$ cat src/rtl/shift_accum_pkg.sv
// Shared definitions for the shift-accumulate stage: FSM states, default
// widths, and the overflow classifier used by the saturating adder.
package shift_accum_pkg;

    typedef enum logic [1:0] {
        IDLE  = 2'd0,
        ACCUM = 2'd1,
        HOLD  = 2'd2
    } state_t;

    localparam int DEF_W     = 16;
    localparam int DEF_GUARD = 8;

    typedef enum logic [1:0] {
        SAT_NONE = 2'd0,
        SAT_POS  = 2'd1,
        SAT_NEG  = 2'd2
    } sat_t;

    // carry_msb is the true sign of the one-bit-wider sum; a disagreement
    // with the narrow sign bit means the result left the representable range.
    function automatic sat_t sat_kind(input logic carry_msb, input logic sum_msb);
        sat_t kind;
        if (carry_msb == sum_msb) begin
            kind = SAT_NONE;
        end else if (carry_msb) begin
            kind = SAT_NEG;
        end else begin
            kind = SAT_POS;
        end
        return kind;
    endfunction

endpackage

$ cat src/rtl/shift_accum_sat_add.sv
// Signed ACC_W-bit adder that clamps to the most positive/negative value on
// overflow and flags it.
module sat_add
    import shift_accum_pkg::*;
#(
    parameter int ACC_W = 40
) (
    input  logic signed [ACC_W-1:0] a,
    input  logic signed [ACC_W-1:0] b,
    output logic signed [ACC_W-1:0] sum,
    output logic                    ovf
);

    localparam logic [ACC_W-1:0] POS_MAX = {1'b0, {(ACC_W-1){1'b1}}};
    localparam logic [ACC_W-1:0] NEG_MIN = {1'b1, {(ACC_W-1){1'b0}}};

    logic [ACC_W:0] wide_s;
    sat_t           kind_s;

    // Widen by one bit, add, then clamp according to the overflow direction.
    always_comb begin
        wide_s = {a[ACC_W-1], a} + {b[ACC_W-1], b};
        kind_s = sat_kind(wide_s[ACC_W], wide_s[ACC_W-1]);
        sum    = wide_s[ACC_W-1:0];
        ovf    = 1'b0;
        case (kind_s)
            SAT_POS: begin
                sum = POS_MAX;
                ovf = 1'b1;
            end
            SAT_NEG: begin
                sum = NEG_MIN;
                ovf = 1'b1;
            end
            default: begin
                sum = wide_s[ACC_W-1:0];
                ovf = 1'b0;
            end
        endcase
    end

endmodule

$ cat src/rtl/shift_accum.sv
// Frame accumulator behind the barrel shifter: sums signed beats with
// saturation and presents one registered result per frame.
module shift_accum
    import shift_accum_pkg::*;
#(
    parameter int W       = DEF_W,
    parameter int GUARD   = DEF_GUARD,
    parameter int MAX_LEN = 255,
    localparam int ACC_W  = 2*W + GUARD
) (
    input  logic                    clk,
    input  logic                    rst_n,
    input  logic                    in_valid,
    output logic                    in_ready,
    input  logic [2*W-1:0]          in_data,
    input  logic                    in_last,
    output logic                    out_valid,
    input  logic                    out_ready,
    output logic signed [ACC_W-1:0] out_data,
    output logic [7:0]              out_count,
    output logic                    out_sat,
    output logic                    out_trunc
);

    localparam logic [7:0] MAX_C = 8'(MAX_LEN);

    state_t                  state_r, state_next_s;
    logic signed [ACC_W-1:0] acc_r, acc_next_s;
    logic [7:0]              cnt_r, cnt_next_s;
    logic                    sat_r, sat_next_s;
    logic                    trunc_r, trunc_next_s;

    logic signed [ACC_W-1:0] in_ext_s;
    logic signed [ACC_W-1:0] sum_s;
    logic                    ovf_s;
    logic                    accept_s;
    logic                    hold_next_s;

    assign in_ext_s = ACC_W'($signed(in_data));
    assign accept_s = in_valid && in_ready;

    sat_add #(.ACC_W(ACC_W)) u_sat_add (
        .a   (acc_r),
        .b   (in_ext_s),
        .sum (sum_s),
        .ovf (ovf_s)
    );

    // Next-state and next-register values for the frame FSM.
    always_comb begin
        state_next_s = state_r;
        acc_next_s   = acc_r;
        cnt_next_s   = cnt_r;
        sat_next_s   = sat_r;
        trunc_next_s = trunc_r;
        case (state_r)
            IDLE: begin
                if (accept_s) begin
                    acc_next_s   = in_ext_s;
                    cnt_next_s   = 8'd1;
                    sat_next_s   = 1'b0;
                    trunc_next_s = 1'b0;
                end else begin
                    state_next_s = IDLE;
                end
            end
            ACCUM: begin
                if (accept_s) begin
                    acc_next_s = sum_s;
                    cnt_next_s = cnt_r + 8'd1;
                    sat_next_s = sat_r | ovf_s;
                end else begin
                    state_next_s = ACCUM;
                end
            end
            HOLD: begin
                if (out_ready) begin
                    state_next_s = IDLE;
                    acc_next_s   = {ACC_W{1'b0}};
                    cnt_next_s   = 8'd0;
                    sat_next_s   = 1'b0;
                    trunc_next_s = 1'b0;
                end else begin
                    state_next_s = HOLD;
                end
            end
            default: begin
                state_next_s = IDLE;
                acc_next_s   = {ACC_W{1'b0}};
                cnt_next_s   = 8'd0;
                sat_next_s   = 1'b0;
                trunc_next_s = 1'b0;
            end
        endcase

        // in_ready is only high in IDLE/ACCUM, so accept_s implies one of them.
        if (accept_s) begin
            if (in_last || (cnt_next_s == MAX_C)) begin
                state_next_s = HOLD;
                trunc_next_s = !in_last;
            end else begin
                state_next_s = ACCUM;
            end
        end else begin
            trunc_next_s = trunc_next_s;
        end

        hold_next_s = (state_next_s == HOLD);
    end

    // FSM state and accumulator registers.
    always_ff @(posedge clk or negedge rst_n) begin
        if (!rst_n) begin
            state_r <= IDLE;
            acc_r   <= {ACC_W{1'b0}};
            cnt_r   <= 8'd0;
            sat_r   <= 1'b0;
            trunc_r <= 1'b0;
        end else begin
            state_r <= state_next_s;
            acc_r   <= acc_next_s;
            cnt_r   <= cnt_next_s;
            sat_r   <= sat_next_s;
            trunc_r <= trunc_next_s;
        end
    end

    // Output registers track the next state so results appear one cycle after the closing beat.
    always_ff @(posedge clk or negedge rst_n) begin
        if (!rst_n) begin
            in_ready  <= 1'b1;
            out_valid <= 1'b0;
            out_data  <= {ACC_W{1'b0}};
            out_count <= 8'd0;
            out_sat   <= 1'b0;
            out_trunc <= 1'b0;
        end else begin
            in_ready  <= !hold_next_s;
            out_valid <= hold_next_s;
            out_data  <= hold_next_s ? acc_next_s : {ACC_W{1'b0}};
            out_count <= hold_next_s ? cnt_next_s : 8'd0;
            out_sat   <= hold_next_s ? sat_next_s : 1'b0;
            out_trunc <= hold_next_s ? trunc_next_s : 1'b0;
        end
    end

endmodule

$ cat config.mk
export PLATFORM = sky130hd
export DESIGN_NAME = shift_accum
export DESIGN_NICKNAME = d
export VERILOG_FILES = /design/src/rtl/shift_accum_pkg.sv /design/src/rtl/shift_accum_sat_add.sv /design/src/rtl/shift_accum.sv
export SDC_FILE = /design/constraint.sdc
export NUM_CORES = 1
export LEC_CHECK = 0
export BUFFER_PORTS_ARGS = -buffer_cell sky130_fd_sc_hd__buf_2
export CORE_MARGIN = 2
export CORE_UTILIZATION = 30
export CTS_CLUSTER_DIAMETER = 200
export CTS_CLUSTER_SIZE = 16
export DETAILED_ROUTE_END_ITERATION = 16
export PLACE_DENSITY = 0.43
export SYNTH_ARGS = -nofsm -noshare
export SYNTH_HDL_FRONTEND = slang
export SYNTH_SLANG_ARGS = --single-unit
$ cat constraint.sdc
create_clock -name clk -period 7.9 [get_ports clk]
set_clock_uncertainty 0.2 [all_clocks]
set_input_delay 0.395 -clock clk [delete_from_list [all_inputs] [get_ports clk]]
set_output_delay 0.395 -clock clk [all_outputs]
set_load 0.03 [all_outputs]
## Word level (Yosys, flattened, before mapping)

Index checks and enable logic that the tools add are counted.

| storage, ports and cells | value |
|---|---|
| bits of input ports | 37 |
| bits in latches | 0 |
| logic and storage cells | 56 |
| memory bits (writable) | 0 |
| bits in read-only memories | 0 |
| memories | 0 |
| register bits | 104 |
| output and inout port bits | 52 |

| cells by class | value |
|---|---|
| shifts and indexed selects | 0 |
| mux-type cells | 29 |
| eq/ne operators | 7 |
| div/mod/pow operators | 0 |
| reduce and logical (&&, ||, !) cells | 6 |
| bitwise gates (word level) | 1 |
| add/subtract/negate cells | 2 |
| multiply operators | 0 |
| $lt $le $gt $ge | 0 |

Operators with widths:

| cell | number |
|---|---|
| 40-bit two-way mux | 4 |
| 40-bit one-hot mux with 3 select lines | 1 |
| 40-bit one-hot mux with 2 select lines | 1 |
| 40-bit by 32-bit adder with 41-bit output | 1 |
| 8-bit two-way mux | 4 |
| 8-bit one-hot mux with 3 select lines | 1 |
| 1-bit two-way mux | 10 |
| 2-bit two-way mux | 5 |
| 8-bit by 1-bit adder with 8-bit output (second input constant) | 1 |
| 8-bit equality test (second input constant) | 1 |
| 2-bit equality test (second input constant) | 3 |
| 1-bit one-hot mux with 3 select lines | 2 |
| 2-bit by 1-bit equality test with 1-bit output (second input constant) | 2 |
| 2-bit one-hot mux with 2 select lines | 1 |
| 1-bit zero test | 2 |
| 2-bit zero test | 1 |
| 2-bit OR reduction | 1 |
| 1-bit equality test | 1 |
| 1-bit logical AND | 1 |
| 1-bit logical OR | 1 |
| 1-bit OR | 1 |

## Logic depth before layout (Yosys ltp)

| logic depth | value |
|---|---|
| word-level depth | 10 |
| mapped depth | 20 |
| mapped depth without buffers | 18 |

## Hierarchy

Synthesis repeated with hierarchy kept, for this count alone.

| unflattened totals | value |
|---|---|
| cell total of the unflattened synthesis | 844 |
| area, all modules | 7,216.9 µm² |

By module, submodules not included:

| module | area each (µm²) | sequential area each (µm²) | cells an instance | instances |
|---|---|---|---|---|
| shift_accum | 4,742.0 | 2,603.7 | 477 | 1 |
| sat_add | 2,474.9 | 0.0 | 367 | 1 |

## Least setup slack after synthesis

No wires, ideal clock.

| timing path | value |
|---|---|
| path type | input port to flip-flop |
| start | in in_data[4] |
| end | reg out_data[25] |
| setup slack | 3.107 ns |
| setup time | 0.119 ns |
| stages on the path | 19 |
| required time | 7.581 ns |
| arrival | 4.474 ns |
| buffers on the path | 1 |
| path through | ha_1 > a21o_1 > a31o_1 > o2111ai_1 > a31o_1 > a311oi_4 > a21oi_2 > o41ai_4 > mux2i_1 > o2111ai_1 > ha_1 > clkbuf_1 > nor2b_1 > nand2b_1 > a221oi_1 > or4b_2 > nand2_1 > a211oi_1 > and2_1 |

| on the way | value |
|---|---|
| cells in the longest elaborated chain, start to end | 8 |
| elaborated cells between the ends (all ways) | 10 |
| classes of those cells | 1 x add/sub; 3 x eq/ne; 6 x mux |

Ends and longest elaborated chain:

| element | RTL line | source |
|---|---|---|
| from (decl) | shift_accum.sv:15 | `input logic [2*W-1:0] in_data,` |
| 40-bit by 32-bit adder with 41-bit output * | shift_accum_sat_add.sv:22 | `wide_s = {a[ACC_W-1], a} + {b[ACC_W-1], b};` |
| 2-bit two-way mux or 1-bit equality test (tied branches) | shift_accum_pkg.sv:26, shift_accum_pkg.sv:24 |  |
| 2-bit two-way mux | shift_accum_pkg.sv:24 | `if (carry_msb == sum_msb) begin` |
| 2-bit equality test or 2-bit by 1-bit equality test with 1-bit output (tied branches) | shift_accum_sat_add.sv:26 | `case (kind_s)` |
| 40-bit one-hot mux with 2 select lines * | shift_accum_sat_add.sv:26 |  |
| 40-bit two-way mux * | shift_accum.sv:68 | `if (accept_s) begin` |
| 40-bit one-hot mux with 3 select lines * | shift_accum.sv:56 | `case (state_r)` |
| named net acc_next_s[25] | shift_accum.sv:28 | `logic signed [ACC_W-1:0] acc_r, acc_next_s;` |
| 40-bit two-way mux * | shift_accum.sv:140 | `out_data <= hold_next_s ? acc_next_s : {ACC_W{1'b0}};` |
| to (signal assigned) | shift_accum.sv:133 | `out_data <= {ACC_W{1'b0}};` |
| to (signal assigned) | shift_accum.sv:140 |  |
| to (decl) | shift_accum.sv:19 | `output logic signed [ACC_W-1:0] out_data,` |

Mark *: on every way through the listed nets, which the timed path passes. The rest lies on a longest branch.

## Final worst setup path

| timing path | value |
|---|---|
| start | reg acc_r[11] |
| end | reg out_data[25] |

| on the way | value |
|---|---|
| cells in the longest elaborated chain, start to end | 8 |
| elaborated cells between the ends (all ways) | 10 |
| classes of those cells | 1 x add/sub; 3 x eq/ne; 6 x mux |

Ends and longest elaborated chain:

| element | RTL line | source |
|---|---|---|
| from (decl) | shift_accum.sv:28 |  |
| from (signal assigned) | shift_accum.sv:115 | `acc_r <= {ACC_W{1'b0}};` |
| from (signal assigned) | shift_accum.sv:121 | `acc_r <= acc_next_s;` |
| 40-bit by 32-bit adder with 41-bit output * | shift_accum_sat_add.sv:22 |  |
| 2-bit two-way mux or 1-bit equality test (tied branches) | shift_accum_pkg.sv:26, shift_accum_pkg.sv:24 |  |
| 2-bit two-way mux | shift_accum_pkg.sv:24 |  |
| 2-bit equality test or 2-bit by 1-bit equality test with 1-bit output (tied branches) | shift_accum_sat_add.sv:26 |  |
| 40-bit one-hot mux with 2 select lines * | shift_accum_sat_add.sv:26 |  |
| 40-bit two-way mux * | shift_accum.sv:68 |  |
| 40-bit one-hot mux with 3 select lines * | shift_accum.sv:56 |  |
| named net acc_next_s[25] | shift_accum.sv:28 |  |
| 40-bit two-way mux * | shift_accum.sv:140 |  |

Marks and branches as above.

==> impl_metrics.env <==
export IMPL_root_buffer="clkbuf_16"
export IMPL_yosys_warnings=0
export IMPL_io_pins=89
export IMPL_cp_end_kind="flop"
export IMPL_hold_viol_final=0
export IMPL_async_reset_ff_share_pct=100
export IMPL_seq_area_frac_synth_pct=38.8
export IMPL_final_area_sq_um=7690
export IMPL_dp_cells=1076
export IMPL_netlist_area_sq_um=6710
export IMPL_ys_seq_elements=104
export IMPL_fin_setup_tns_ns=0
export IMPL_min_period_ns=5.44
export IMPL_cts_sinks=104
export IMPL_setup_worst_path_class="flop to flop"
export IMPL_syn_num_nets=828
export IMPL_drt_initial_drc_count=382
export IMPL_cp_arrival_ns=5.50
export IMPL_syn_instance_count=747
export IMPL_cts_setup_buffers=0
export IMPL_grt_max_degree=63
export IMPL_cap_violations=0
export IMPL_std_cell_rows=54
export IMPL_synthTopCellsByArea="dfrtp_1 38%, ha_1 8.0%, a21oi_1 5.8%"
export IMPL_relSlewSlack_pct=26.1
export IMPL_num_vias=5934
export IMPL_leakagePower_nw=3.76
export IMPL_clkTransAtPathRegs_ns=0.08
export IMPL_finalSetupViolCount=0
export IMPL_worstPathCellList="ha_1 > and2_0 > o2111ai_1 > a31o_1 > a311oi_4 > a21oi_2 > o41ai_4 > mux2i_1 > o2111ai_1 > ha_1 > nor2b_1 > nand2b_1 > a221oi_1 > or4b_2 > nand2_1 > a211oi_1 > and2_1"
export IMPL_yosysTopAreaCell="dfrtp_1"
export IMPL_synth_main_ff_cell="dfrtp_1"
export IMPL_start_util_pct=30.7
export IMPL_areaGrowthSynthToFinish_pct=14.6
export IMPL_gp_congestion=0.834
export IMPL_hpwlAfterDp_microns=15300
export IMPL_track_usage_pct=18.1
export IMPL_outcome="finished clean"
export IMPL_cts_tree="yes"
export IMPL_ctsHoldBuffers=1
export IMPL_clock_fmax_mhz=184
export IMPL_clkLatencyLatePin_ns=0.37
export IMPL_cts_max_path_buffers=2
export IMPL_drc=0
export IMPL_grt_pass1_vias=6088
export IMPL_whs_ns=0.0603
export IMPL_antenna_cells=0
export IMPL_drive_above_1_share_pct=16.0
export IMPL_power_density_nw_per_um2=369
export IMPL_ir_worst_vdd_v=0.000147
export IMPL_post_cts_resized=0
export IMPL_critPathLaunch="acc_r[11]$_DFF_PN0_"
export IMPL_overflow=0
export IMPL_cts_made_buffers=9
export IMPL_final_nets=889
export IMPL_drt_total_wl_microns=21100
export IMPL_tightest_slew_ns=1.10
export IMPL_crit_required_ns=7.96
export IMPL_ys_types=76
export IMPL_endpoint="out_data[25]$_DFF_PN0_"
export IMPL_regToRegStartpoint="acc_r[11]$_DFF_PN0_"
export IMPL_htree_levels=3
export IMPL_wl_per_cell_microns=19.3
export IMPL_final_antenna_net_count=0
export IMPL_rsz0062_at_grt="no"
export IMPL_startpoint_type="flop"
export IMPL_final_cells=1093
export IMPL_reg2regPathDepth=17
export IMPL_grt_pass1_wl_microns=33900
export IMPL_synth_edf_count=0
export IMPL_hold_path_class="input pin to flop"
export IMPL_coreArea_sq_um=21900
export IMPL_die_h_microns=154
export IMPL_antenna_found_initial=0
export IMPL_yosys_area_top_type_share_pct=38.4
export IMPL_dpl_cell_area_sq_um=7380
export IMPL_rrSetupSlack_ns=2.46
export IMPL_power_total_mw=2.84
export IMPL_maxSlewViolCount=0
export IMPL_fin_crit_sh_pct=68.9
export IMPL_regToRegEndpoint="out_data[25]$_DFF_PN0_"
export IMPL_synth_area_per_cell_sq_um=8.99
export IMPL_dieArea_sq_um=23600
export IMPL_place_port_buffers=88
export IMPL_vias_per_cell=5.43
export IMPL_fp_dieW_microns=154
export IMPL_crit_slowest_cell="or4b_2"
export IMPL_cp_max_fo=11
export IMPL_cpPeakStageDelay_ns=0.62
export IMPL_first_pass_iters=5
worst min path at each step:
stage | startpoint | end | slack [ns] | cells past startpoint
after floorplan | rst_n | acc_r[0]$_DFF_PN0_ | -0.10 | 0
after global placement | rst_n | out_data[0]$_DFF_PN0_ | 0.21 | 1
after detailed placement | rst_n | out_data[0]$_DFF_PN0_ | 0.23 | 1
after CTS | in_last | trunc_r$_DFF_PN0_ | 0.03 | 2
after global routing | in_last | trunc_r$_DFF_PN0_ | 0.04 | 2
final | in_last | trunc_r$_DFF_PN0_ | 0.06 | 2
flip-flops by register name, summed over array words and instances (netlist names):
name / cells
state_r: 2
out_data: 40
out_trunc: 1
out_valid: 1
trunc_r: 1
out_count: 8
cnt_r: 8
acc_r: 40
in_ready: 1
sat_r: 1
out_sat: 1
logic make-up (layout without fill, tap and decap cells):
kind of cell | count (synthesis) | after routing | synth area share [%]
XOR/XNOR | 33 | 33 | 4.31
multiplexers | 5 | 5 | 0.746
adder cells (fa/ha/maj) | 44 | 44 | 8.31
AO/OA/AOI/OAI | 261 | 261 | 26.4
AND/OR/NAND/NOR | 224 | 224 | 16.8
flip-flops | 104 | 104 | 38.8
buffers and inverters | 76 | 142 | 4.66
critical path: cells and delay by family (launching register included):
| kind | cells | cell delay (ns) |
|---|---|---|
| muxes | 1 | 0.23 |
| AOI/OAI and AO/OA | 8 | 2.07 |
| DFF | 1 | 0.39 |
| and+or+nand+nor | 6 | 1.51 |
| adders and majority gates | 2 | 0.91 |
final cells by class:
class	instances	area, sq um
Fill cell	2320	14200
Inverter	32	120
Clock inverter	7	78.8
Sequential cell	104	2600
Clock buffer	9	225
Multi-Input combinational cell	567	3820
Tap cell	280	350
Timing Repair Buffer	94	490
placed cells by master, fill, tap and decap left out, types with 3 or more instances in the layout:
master | Yosys | routed
dfrtp_1 | 103 | 103
buf_2 | 15 | 87
a21oi_1 | 78 | 78
nand2_1 | 61 | 61
nor2_1 | 50 | 50
o21ai_0 | 44 | 44
ha_1 | 43 | 43
inv_1 | 31 | 31
a21o_1 | 20 | 20
xnor2_1 | 19 | 19
nor2b_1 | 18 | 18
o21a_1 | 16 | 16
nand3_1 | 15 | 15
nand4_1 | 14 | 14
xor2_1 | 14 | 14
and2_1 | 12 | 12
a221o_1 | 11 | 11
nor3_1 | 9 | 9
a22oi_1 | 9 | 9
a211oi_1 | 9 | 9
clkbuf_16 | 0 | 9
and3_1 | 8 | 8
or2_2 | 7 | 7
a31oi_1 | 7 | 7
a32oi_1 | 7 | 7
o21bai_1 | 6 | 6
o211ai_1 | 6 | 6
a221oi_1 | 6 | 6
buf_4 | 0 | 6
mux2i_1 | 5 | 5
o22ai_1 | 4 | 4
or3_1 | 4 | 4
o21ai_1 | 5 | 4
nor4_1 | 4 | 4
nand2b_1 | 3 | 3
a22o_1 | 3 | 3
a31o_1 | 3 | 3
report_power, final:
group / switching [mW] / total (mW) / internal [mW]
combinational: 1.04 / 1.60 / 0.563
sequential: 0.0889 / 0.755 / 0.666
clock: 0.233 / 0.483 / 0.250
cell usage after synthesis, types with 4 or more instances:
| master | number |
|---|---|
| dfrtp_1 | 103 |
| a21oi_1 | 78 |
| nand2_1 | 61 |
| nor2_1 | 50 |
| o21ai_0 | 44 |
| ha_1 | 43 |
| inv_1 | 31 |
| clkbuf_1 | 25 |
| a21o_1 | 20 |
| xnor2_1 | 19 |
| nor2b_1 | 18 |
| o21a_1 | 16 |
| buf_2 | 15 |
| nand3_1 | 15 |
| nand4_1 | 14 |
| xor2_1 | 14 |
| and2_1 | 12 |
| a221o_1 | 11 |
| a211oi_1 | 9 |
| a22oi_1 | 9 |
| nor3_1 | 9 |
| and3_1 | 8 |
| a31oi_1 | 7 |
| a32oi_1 | 7 |
| or2_2 | 7 |
| a221oi_1 | 6 |
| o211ai_1 | 6 |
| o21bai_1 | 6 |
| mux2i_1 | 5 |
| o21ai_1 | 5 |
| nor4_1 | 4 |
| o22ai_1 | 4 |
| or3_1 | 4 |
through the flow:
step	setup WS (ns)	utilization (%)
after floorplan	3.11	-
after global placement	2.45	33.7
after detailed placement	2.39	33.7
after CTS	2.48	35.1
after global routing	2.07	35.1
final	2.46	35.1
metal layers:
layer	track usage (%)	share of wire [%]
met2	28.4	44
met4	5.16	1.5
met5	0	0
met3	3.04	4.1
met1	25.8	50
Note: power is estimated with default switching activity, not from simulation.
